[config.mk]
export PLATFORM = sky130hd
export DESIGN_NAME = gap_fill_stream
export DESIGN_NICKNAME = d
export VERILOG_FILES = /design/src/rtl/gap_fill_stream.sv
export SDC_FILE = /design/constraint.sdc
export NUM_CORES = 1
export LEC_CHECK = 0
export BUFFER_PORTS_ARGS = -buffer_cell sky130_fd_sc_hd__buf_2
export CORE_MARGIN = 1
export CORE_UTILIZATION = 50
export DETAILED_ROUTE_END_ITERATION = 12
export PLACE_DENSITY = 0.67
export SLEW_MARGIN = 20
export SYNTH_ARGS = -nofsm -noshare
export SYNTH_HDL_FRONTEND = slang
export SYNTH_SLANG_ARGS = --single-unit
[constraint.sdc]
create_clock -name clk -period 3.5 [get_ports clk]
set_input_delay 0.7 -clock clk [delete_from_list [all_inputs] [get_ports clk]]
set_output_delay 0.7 -clock clk [all_outputs]
set_load 0.05 [all_outputs]
[src/rtl/gap_fill_stream.sv]
// Zero-run repair stage for a valid/ready sample stream: short runs of zero
// samples are replaced by the held previous value or by the neighbour average.
module gap_fill_stream #(
    parameter int DATA_W  = 64,
    parameter int MAX_GAP = 4,
    parameter int CNT_W   = 32
) (
    input  logic              clk,
    input  logic              reset,
    input  logic [DATA_W-1:0] in_data,
    input  logic              in_valid,
    output logic              in_ready,
    input  logic [1:0]        mode,
    input  logic              flush,
    output logic [DATA_W-1:0] out_data,
    output logic              out_valid,
    input  logic              out_ready,
    output logic [CNT_W-1:0]  fill_count,
    output logic              gap_overflow
);

    // Run counter must hold MAX_GAP+1 (the overflowing run length).
    localparam int               RUN_W   = $clog2(MAX_GAP + 2);
    localparam logic [RUN_W-1:0] GAP_MAX = RUN_W'(MAX_GAP);
    localparam logic [RUN_W-1:0] GAP_OVF = RUN_W'(MAX_GAP + 1);
    localparam logic [RUN_W-1:0] RUN_ONE = RUN_W'(1);
    localparam logic [1:0]       MODE_BYPASS = 2'd0;
    localparam logic [1:0]       MODE_HOLD   = 2'd1;

    typedef enum logic [2:0] {
        S_PASS,
        S_COLLECT,
        S_FILL,
        S_FLUSH,
        S_RAW
    } state_t;

    state_t             state, state_nxt;
    logic               last_valid, last_valid_nxt;
    logic [DATA_W-1:0]  last_val, last_val_nxt;
    logic [DATA_W-1:0]  next_val, next_val_nxt;
    logic [RUN_W-1:0]   run_cnt, run_cnt_nxt;
    logic [RUN_W-1:0]   emit_cnt, emit_cnt_nxt;
    logic               run_hold, run_hold_nxt;
    logic               from_ovf, from_ovf_nxt;
    logic [DATA_W-1:0]  out_data_nxt;
    logic               out_valid_nxt;
    logic [CNT_W-1:0]   fill_count_nxt;
    logic               gap_overflow_nxt;

    logic               adv;
    logic               in_fire;
    logic               in_zero;
    logic [DATA_W:0]    avg_sum;
    logic [DATA_W-1:0]  fill_val;

    assign adv      = !out_valid || out_ready;
    assign in_fire  = in_valid && in_ready;
    assign in_zero  = (in_data == '0);
    // One extra bit keeps the average of two large samples from wrapping.
    assign avg_sum  = {1'b0, last_val} + {1'b0, next_val};
    assign fill_val = run_hold ? last_val : avg_sum[DATA_W:1];

    always_comb begin
        in_ready = 1'b0;
        case (state)
            S_PASS, S_RAW: in_ready = adv;
            S_COLLECT:     in_ready = !flush;
            default:       in_ready = 1'b0;
        endcase
    end

    always_comb begin
        // NOTE: every output of this block gets a default first, so no path
        // leaves one unassigned and no latch is inferred.
        state_nxt        = state;
        last_valid_nxt   = last_valid;
        last_val_nxt     = last_val;
        next_val_nxt     = next_val;
        run_cnt_nxt      = run_cnt;
        emit_cnt_nxt     = emit_cnt;
        run_hold_nxt     = run_hold;
        from_ovf_nxt     = from_ovf;
        out_data_nxt     = out_data;
        out_valid_nxt    = out_valid && !out_ready;
        fill_count_nxt   = fill_count;
        gap_overflow_nxt = 1'b0;

        case (state)
            S_PASS: begin
                if (in_fire) begin
                    if (!in_zero) begin
                        out_data_nxt   = in_data;
                        out_valid_nxt  = 1'b1;
                        last_val_nxt   = in_data;
                        last_valid_nxt = 1'b1;
                    end else if (mode == MODE_BYPASS || !last_valid) begin
                        out_data_nxt  = '0;
                        out_valid_nxt = 1'b1;
                    end else begin
                        run_hold_nxt = (mode == MODE_HOLD);
                        run_cnt_nxt  = RUN_ONE;
                        state_nxt    = S_COLLECT;
                    end
                end
            end

            S_COLLECT: begin
                if (flush) begin
                    from_ovf_nxt = 1'b0;
                    emit_cnt_nxt = '0;
                    state_nxt    = S_FLUSH;
                end else if (in_fire) begin
                    if (!in_zero) begin
                        next_val_nxt = in_data;
                        emit_cnt_nxt = '0;
                        state_nxt    = S_FILL;
                    end else if (run_cnt < GAP_MAX) begin
                        run_cnt_nxt = run_cnt + RUN_ONE;
                    end else begin
                        run_cnt_nxt      = GAP_OVF;
                        gap_overflow_nxt = 1'b1;
                        from_ovf_nxt     = 1'b1;
                        emit_cnt_nxt     = '0;
                        state_nxt        = S_FLUSH;
                    end
                end
            end

            S_FILL: begin
                if (adv) begin
                    out_valid_nxt = 1'b1;
                    if (emit_cnt == run_cnt) begin
                        out_data_nxt   = next_val;
                        last_val_nxt   = next_val;
                        fill_count_nxt = fill_count + CNT_W'(run_cnt);
                        state_nxt      = S_PASS;
                    end else begin
                        out_data_nxt = fill_val;
                        emit_cnt_nxt = emit_cnt + RUN_ONE;
                    end
                end
            end

            S_FLUSH: begin
                if (adv) begin
                    out_data_nxt  = '0;
                    out_valid_nxt = 1'b1;
                    if (emit_cnt == run_cnt - RUN_ONE) begin
                        // An overflowed run keeps passing zeros until data returns.
                        state_nxt = from_ovf ? S_RAW : S_PASS;
                    end else begin
                        emit_cnt_nxt = emit_cnt + RUN_ONE;
                    end
                end
            end

            S_RAW: begin
                if (in_fire) begin
                    out_data_nxt  = in_data;
                    out_valid_nxt = 1'b1;
                    if (!in_zero) begin
                        last_val_nxt   = in_data;
                        last_valid_nxt = 1'b1;
                        state_nxt      = S_PASS;
                    end
                end
            end

            default: state_nxt = S_PASS;
        endcase
    end

    always_ff @(posedge clk or negedge reset) begin
        if (!reset) begin
            state        <= S_PASS;
            last_valid   <= 1'b0;
            last_val     <= '0;
            next_val     <= '0;
            run_cnt      <= '0;
            emit_cnt     <= '0;
            run_hold     <= 1'b0;
            from_ovf     <= 1'b0;
            out_data     <= '0;
            out_valid    <= 1'b0;
            fill_count   <= '0;
            gap_overflow <= 1'b0;
        end else begin
            // NOTE: non-blocking assignments so every register samples the
            // pre-edge values computed above, regardless of statement order.
            state        <= state_nxt;
            last_valid   <= last_valid_nxt;
            last_val     <= last_val_nxt;
            next_val     <= next_val_nxt;
            run_cnt      <= run_cnt_nxt;
            emit_cnt     <= emit_cnt_nxt;
            run_hold     <= run_hold_nxt;
            from_ovf     <= from_ovf_nxt;
            out_data     <= out_data_nxt;
            out_valid    <= out_valid_nxt;
            fill_count   <= fill_count_nxt;
            gap_overflow <= gap_overflow_nxt;
        end
    end

endmodule

After elaboration in Yosys (flattened, before gate mapping)
Index checks and enable logic that the tools add are counted.
Widths: inputs -> output; s select.
{ "totals": {"register_bits": 238, "out_inout_bits": 99} }
{ "op_classes": {"add_sub_neg": 5, "n_lt_le_gt_ge": 1, "eq_ne": 27, "muxes": 59, "n_bitwise": 3, "reduce_logical": 29} }
{ "op_table": {"columns": ["cell", "n"], "rows": [
  ["$mux 64", 12],
  ["$pmux 64 s4", 1],
  ["$pmux 64 s2", 1],
  ["$mux 3", 26],
  ["$add 64x64->65", 1],
  ["$logic_not 64->1", 1],
  ["$add 32x3->32", 1],
  ["$ne 2x2->1 const B", 16],
  ["$pmux 3 s5", 1],
  ["$mux 1", 14],
  ["$reduce_and 7->1", 2],
  ["$reduce_and 4->1", 3],
  ["$reduce_and 11->1", 1],
  ["$pmux 3 s3", 1],
  ["$reduce_bool 2->1", 4],
  ["$add 3x1->3 const B", 2],
  ["$eq 3x2->1 const B", 2],
  ["$eq 3x3->1", 2],
  ["$ne 3x3->1 const B", 2],
  ["$pmux 3 s2", 1],
  ["$reduce_and 3->1", 2],
  ["$reduce_and 6->1", 1],
  ["$reduce_and 5->1", 1],
  ["$logic_not 1->1", 4],
  ["other kinds (17)", 22]
]} }

Depth between registers and ports, before layout
{ "depth": {"depth_word": 7, "mapped_depth": 12, "depth_no_buf": 12} }

Worst setup path after synthesis
No wires, ideal clock.
{ "synth_timing": {"path_kind": "in2reg", "start": "input in_data[1]", "end": "register out_data[59]", "path_stages": 10, "t_arrival_ps": 2826, "setup_slack_ps": 531, "cell_sequence": "nor4_1 -> nand4_1 -> nor4_1 -> nand2_1 -> o211ai_1 -> a21o_1 -> buf_2 -> buf_2 -> buf_2 -> o221ai_1"} }
{ "synth_between": {"elab_chain_len": 4, "elab_cells_between_ends": 6, "classes_between": "eq/ne (1); mux (3); reduce/logical (2)"} }
{ "synth_lines": {"columns": ["element", "line", "source"], "rows": [
  ["from (decl)", "10", "input logic [DATA_W-1:0] in_data,"],
  ["$logic_not 64->1 *", "59", "assign in_zero = (in_data == '0);"],
  ["$mux 64", "92", "if (!in_zero) begin"],
  ["$mux 64", "91", "if (in_fire) begin"],
  ["$pmux 64 s4", "89", "case (state)"],
  ["to (signal assigned)", "199", "out_data <= out_data_nxt;"],
  ["to (decl)", "15", "output logic [DATA_W-1:0] out_data,"]
]} }
Mark *: on every way between the ends. The rest lies on a longest branch, timed or not. The select of a mux whose other input is x is not followed.
A chain may end at the register's enable or synchronous reset.

Final worst setup path
{ "layout_timing": {"start": "register last_val[0]", "end": "register out_data[59]"} }
{ "layout_between": {"elab_chain_len": 5} }
{ "layout_lines": {"columns": ["element", "line", "source"], "rows": [
  ["from (decl)", "40", "logic [DATA_W-1:0] last_val, last_val_nxt;"],
  ["from (signal assigned)", "193", "last_val <= last_val_nxt;"],
  ["$add 64x64->65", "61", "assign avg_sum = {1'b0, last_val} + {1'b0, next_val};"],
  ["$mux 64", "62", "assign fill_val = run_hold ? last_val : avg_sum[DATA_W:1];"],
  ["$mux 64", "133", "if (emit_cnt == run_cnt) begin"],
  ["$mux 64", "131", "if (adv) begin"],
  ["$pmux 64 s4", "89", null]
]} }
No other way between the ends. The select of a mux whose other input is x is not followed.

==> impl_metrics.env <==
export IMPL_status="complete, no violations"
export IMPL_cts_root_buf="clkbuf_16"
export IMPL_ys_ff_latch=238
export IMPL_post_cts_buffers=0
export IMPL_synth_edf_count=0
export IMPL_finClkSkew_ps=14.93
export IMPL_synthesis_area_um2=15280
export IMPL_whs_ps=168.1
export IMPL_gp_congestion=0.9448
export IMPL_synthDistinctLibCells=76
export IMPL_post_cts_resized=0
export IMPL_crit_arrival_ps=3730
export IMPL_grt_ovfl_total=0
export IMPL_drc=0
export IMPL_coreArea_um2=29870
export IMPL_p_per_area_nw_per_um2=1094
export IMPL_cts_hold_buf=0
export IMPL_drt_iter0_drc=1217
export IMPL_drtAntennaViolNets=0
export IMPL_htreeDepth=1
export IMPL_relSlewSlack_pct=45.17
export IMPL_synth_nets=1849
export IMPL_layout_commonest_cell="nand2_1"
export IMPL_nFillCells=2621
export IMPL_cts_clk_slew_worst_paths_ps=60
export IMPL_cts_tree="done"
export IMPL_die_x_um=176.8
export IMPL_worstSkewPairLatency_ps=560
export IMPL_final_core_util_pct=60.10
export IMPL_final_max_slew_viol_count=0
export IMPL_antenna_found_initial=0
export IMPL_crit_fanout=4
export IMPL_synth_top_area_share_pct=38.97
export IMPL_grt_usage_pct=30.31
export IMPL_cts_buffers=27
export IMPL_clock_sinks=238
export IMPL_synth_seq_area_share_pct=38.97
export IMPL_pre_cts_slack_ps=56.30
export IMPL_min_period_over_period_pct=94.56
export IMPL_finalSetupViolations=0
export IMPL_drive_gt1_share_pct=20.50
export IMPL_cts_buffer_depth=3
export IMPL_rows=63
export IMPL_synth_flop_cell="dfrtp_1"
export IMPL_antenna_cells=0
export IMPL_syn_inst=1707
export IMPL_p_total_mw=19.64
export IMPL_fp_dieH_um=176.8
export IMPL_period_needed_ps=3310
export IMPL_dieArea_um2=31270
export IMPL_cp_data_required_time_ps=3920
export IMPL_first_pass_iters=9
export IMPL_io_buffer_count=169
export IMPL_stdcell_area_um2=17950
export IMPL_vdd_drop_max_mv=0.5499
export IMPL_grt_pass1_vias=13676
export IMPL_io_pins=170
export IMPL_initial_core_util_pct=51.16
export IMPL_grt_pass1_wl_mm=75.39
export IMPL_async_flop_share_pct=100.0
export IMPL_grt_max_degree=94
export IMPL_yosys_area_top_type="dfrtp_1"
export IMPL_num_vias=14159
export IMPL_cp_start_kind="register"
export IMPL_fin_cells=2292
export IMPL_endpoint_kind="register"
export IMPL_drt_total_wl_mm=47.13
export IMPL_clock_fmax_ghz=0.3021
export IMPL_via_per_inst=6.178
export IMPL_dp_cells=2242
export IMPL_synth_warnings=0
export IMPL_mostFrequentLayoutCells="nand2_1 (251), dfrtp_1 (237), buf_2 (168)"
export IMPL_nNetsFinal=2023
export IMPL_maxCapViolations=0
export IMPL_post_dp_cell_area_um2=17000
export IMPL_critical_path_class="register to register"
export IMPL_tns_ps=0
export IMPL_hold_viol=0
export IMPL_tightest_slew_ps=822.4
export IMPL_hpwl_mm=34.08
export IMPL_syn_to_final_growth_pct=17.46
export IMPL_p_leak_nw=8.163
export IMPL_synth_area_leaders="dfrtp_1 (39%), nand2_1 (6.2%), ha_1 (5.6%), o21ai_0 (5.5%), mux2_2 (4.9%)"
export IMPL_syn_area_per_cell_um2=8.954
export IMPL_avgRoutedWirePerCell_um=20.56
export IMPL_fin_ws_ps=190.4
export IMPL_hp_class="input port to asynchronous set/reset pin"
## routing by layer
metal	vias up	track usage, %	part of all wire, %
met2	558	48.81	45
met3	88	4.038	6.8
met4	0	9.231	3.1
met5	-	0	0
li1	6636	-	-
met1	6877	42.31	45
## power by group
group          leakage [nW]  switching [mW]  internal [mW]
clock network         0.440            1.20           1.70
logic                  4.79            7.41           4.45
registers              2.93            1.01           3.88
## state kept, by name, indices dropped and copies added, names as in the netlist
register / flops
run_hold: 1
emit_cnt: 3
run_cnt: 3
from_ovf: 1
state: 3
fill_count: 32
last_val: 64
out_valid: 1
out_data: 64
last_valid: 1
gap_overflow: 1
next_val: 64
## layout make-up
class	count	area, um^2	area share (%)
Inverter	24	90.09	0.5018
Multi-Input combinational cell	1340	8905	49.60
Tap cell	390	488.0	2.718
Sequential cell	238	5957	33.18
Clock buffer	38	777.0	4.328
Clock inverter	12	135.1	0.7527
Timing Repair Buffer	250	1602	8.920
## synth_stat cells (4+ instances only)
library cell,instances
a2111oi_0,4
a211oi_1,6
a21boi_0,6
a21o_1,31
a21oi_1,111
a221o_1,8
a221oi_1,9
a222oi_1,34
a31oi_1,38
and2_1,7
and3_1,17
and4_1,5
buf_2,7
clkbuf_1,94
dfrtp_1,238
ha_1,69
inv_1,24
mux2_2,67
mux2i_1,65
nand2_1,252
nand2b_1,5
nand3_1,24
nand4_1,32
nor2_1,110
nor2b_1,9
nor3_1,26
nor4_1,22
o211ai_1,24
o21a_1,9
o21ai_0,167
o21ai_1,6
o21bai_1,14
o221ai_1,5
o31ai_1,5
or3_1,9
xnor2_1,59
xor2_1,32
## worst paths after layout
kind,from,to,slack [ps],cells after the start
worst max-delay path,last_val[0],out_data[59],190,12
worst min-delay path,reset,fill_count[9],170,1
worst max register to register,last_val[0],out_data[59],190,12
worst min register to register,fill_count[31],fill_count[31],470,1
max in group asynchronous,reset,last_val[32],2600,2
min in group clk,flush,from_ovf,360,2
## logic make-up (layout without fill, tap and decap cells)
kind of cell | count (synthesis) | count (layout) | synth area share, %
xor gates and xnor gates | 91 | 91 | 5.215
DFF | 238 | 238 | 38.97
AOI/OAI and AO/OA | 509 | 509 | 21.30
and+or+nand+nor | 537 | 537 | 16.17
buffers and inverters | 129 | 324 | 3.250
muxes | 132 | 132 | 9.193
adders and majority gates | 71 | 71 | 5.910
## worst max-delay path: stages, from the launching register on
cell and delay (ps):
dfrtp_1 410, and2_1 180, fa_1 420, a211oi_1 270, o21ai_1 150, o21ai_2 230
a211oi_1 120, a2111oi_1 460, nor2_1 200, a31oi_2 330, o31ai_1 120, xnor2_1 150
o221ai_1 120
Power figures use the tool's default switching activity.
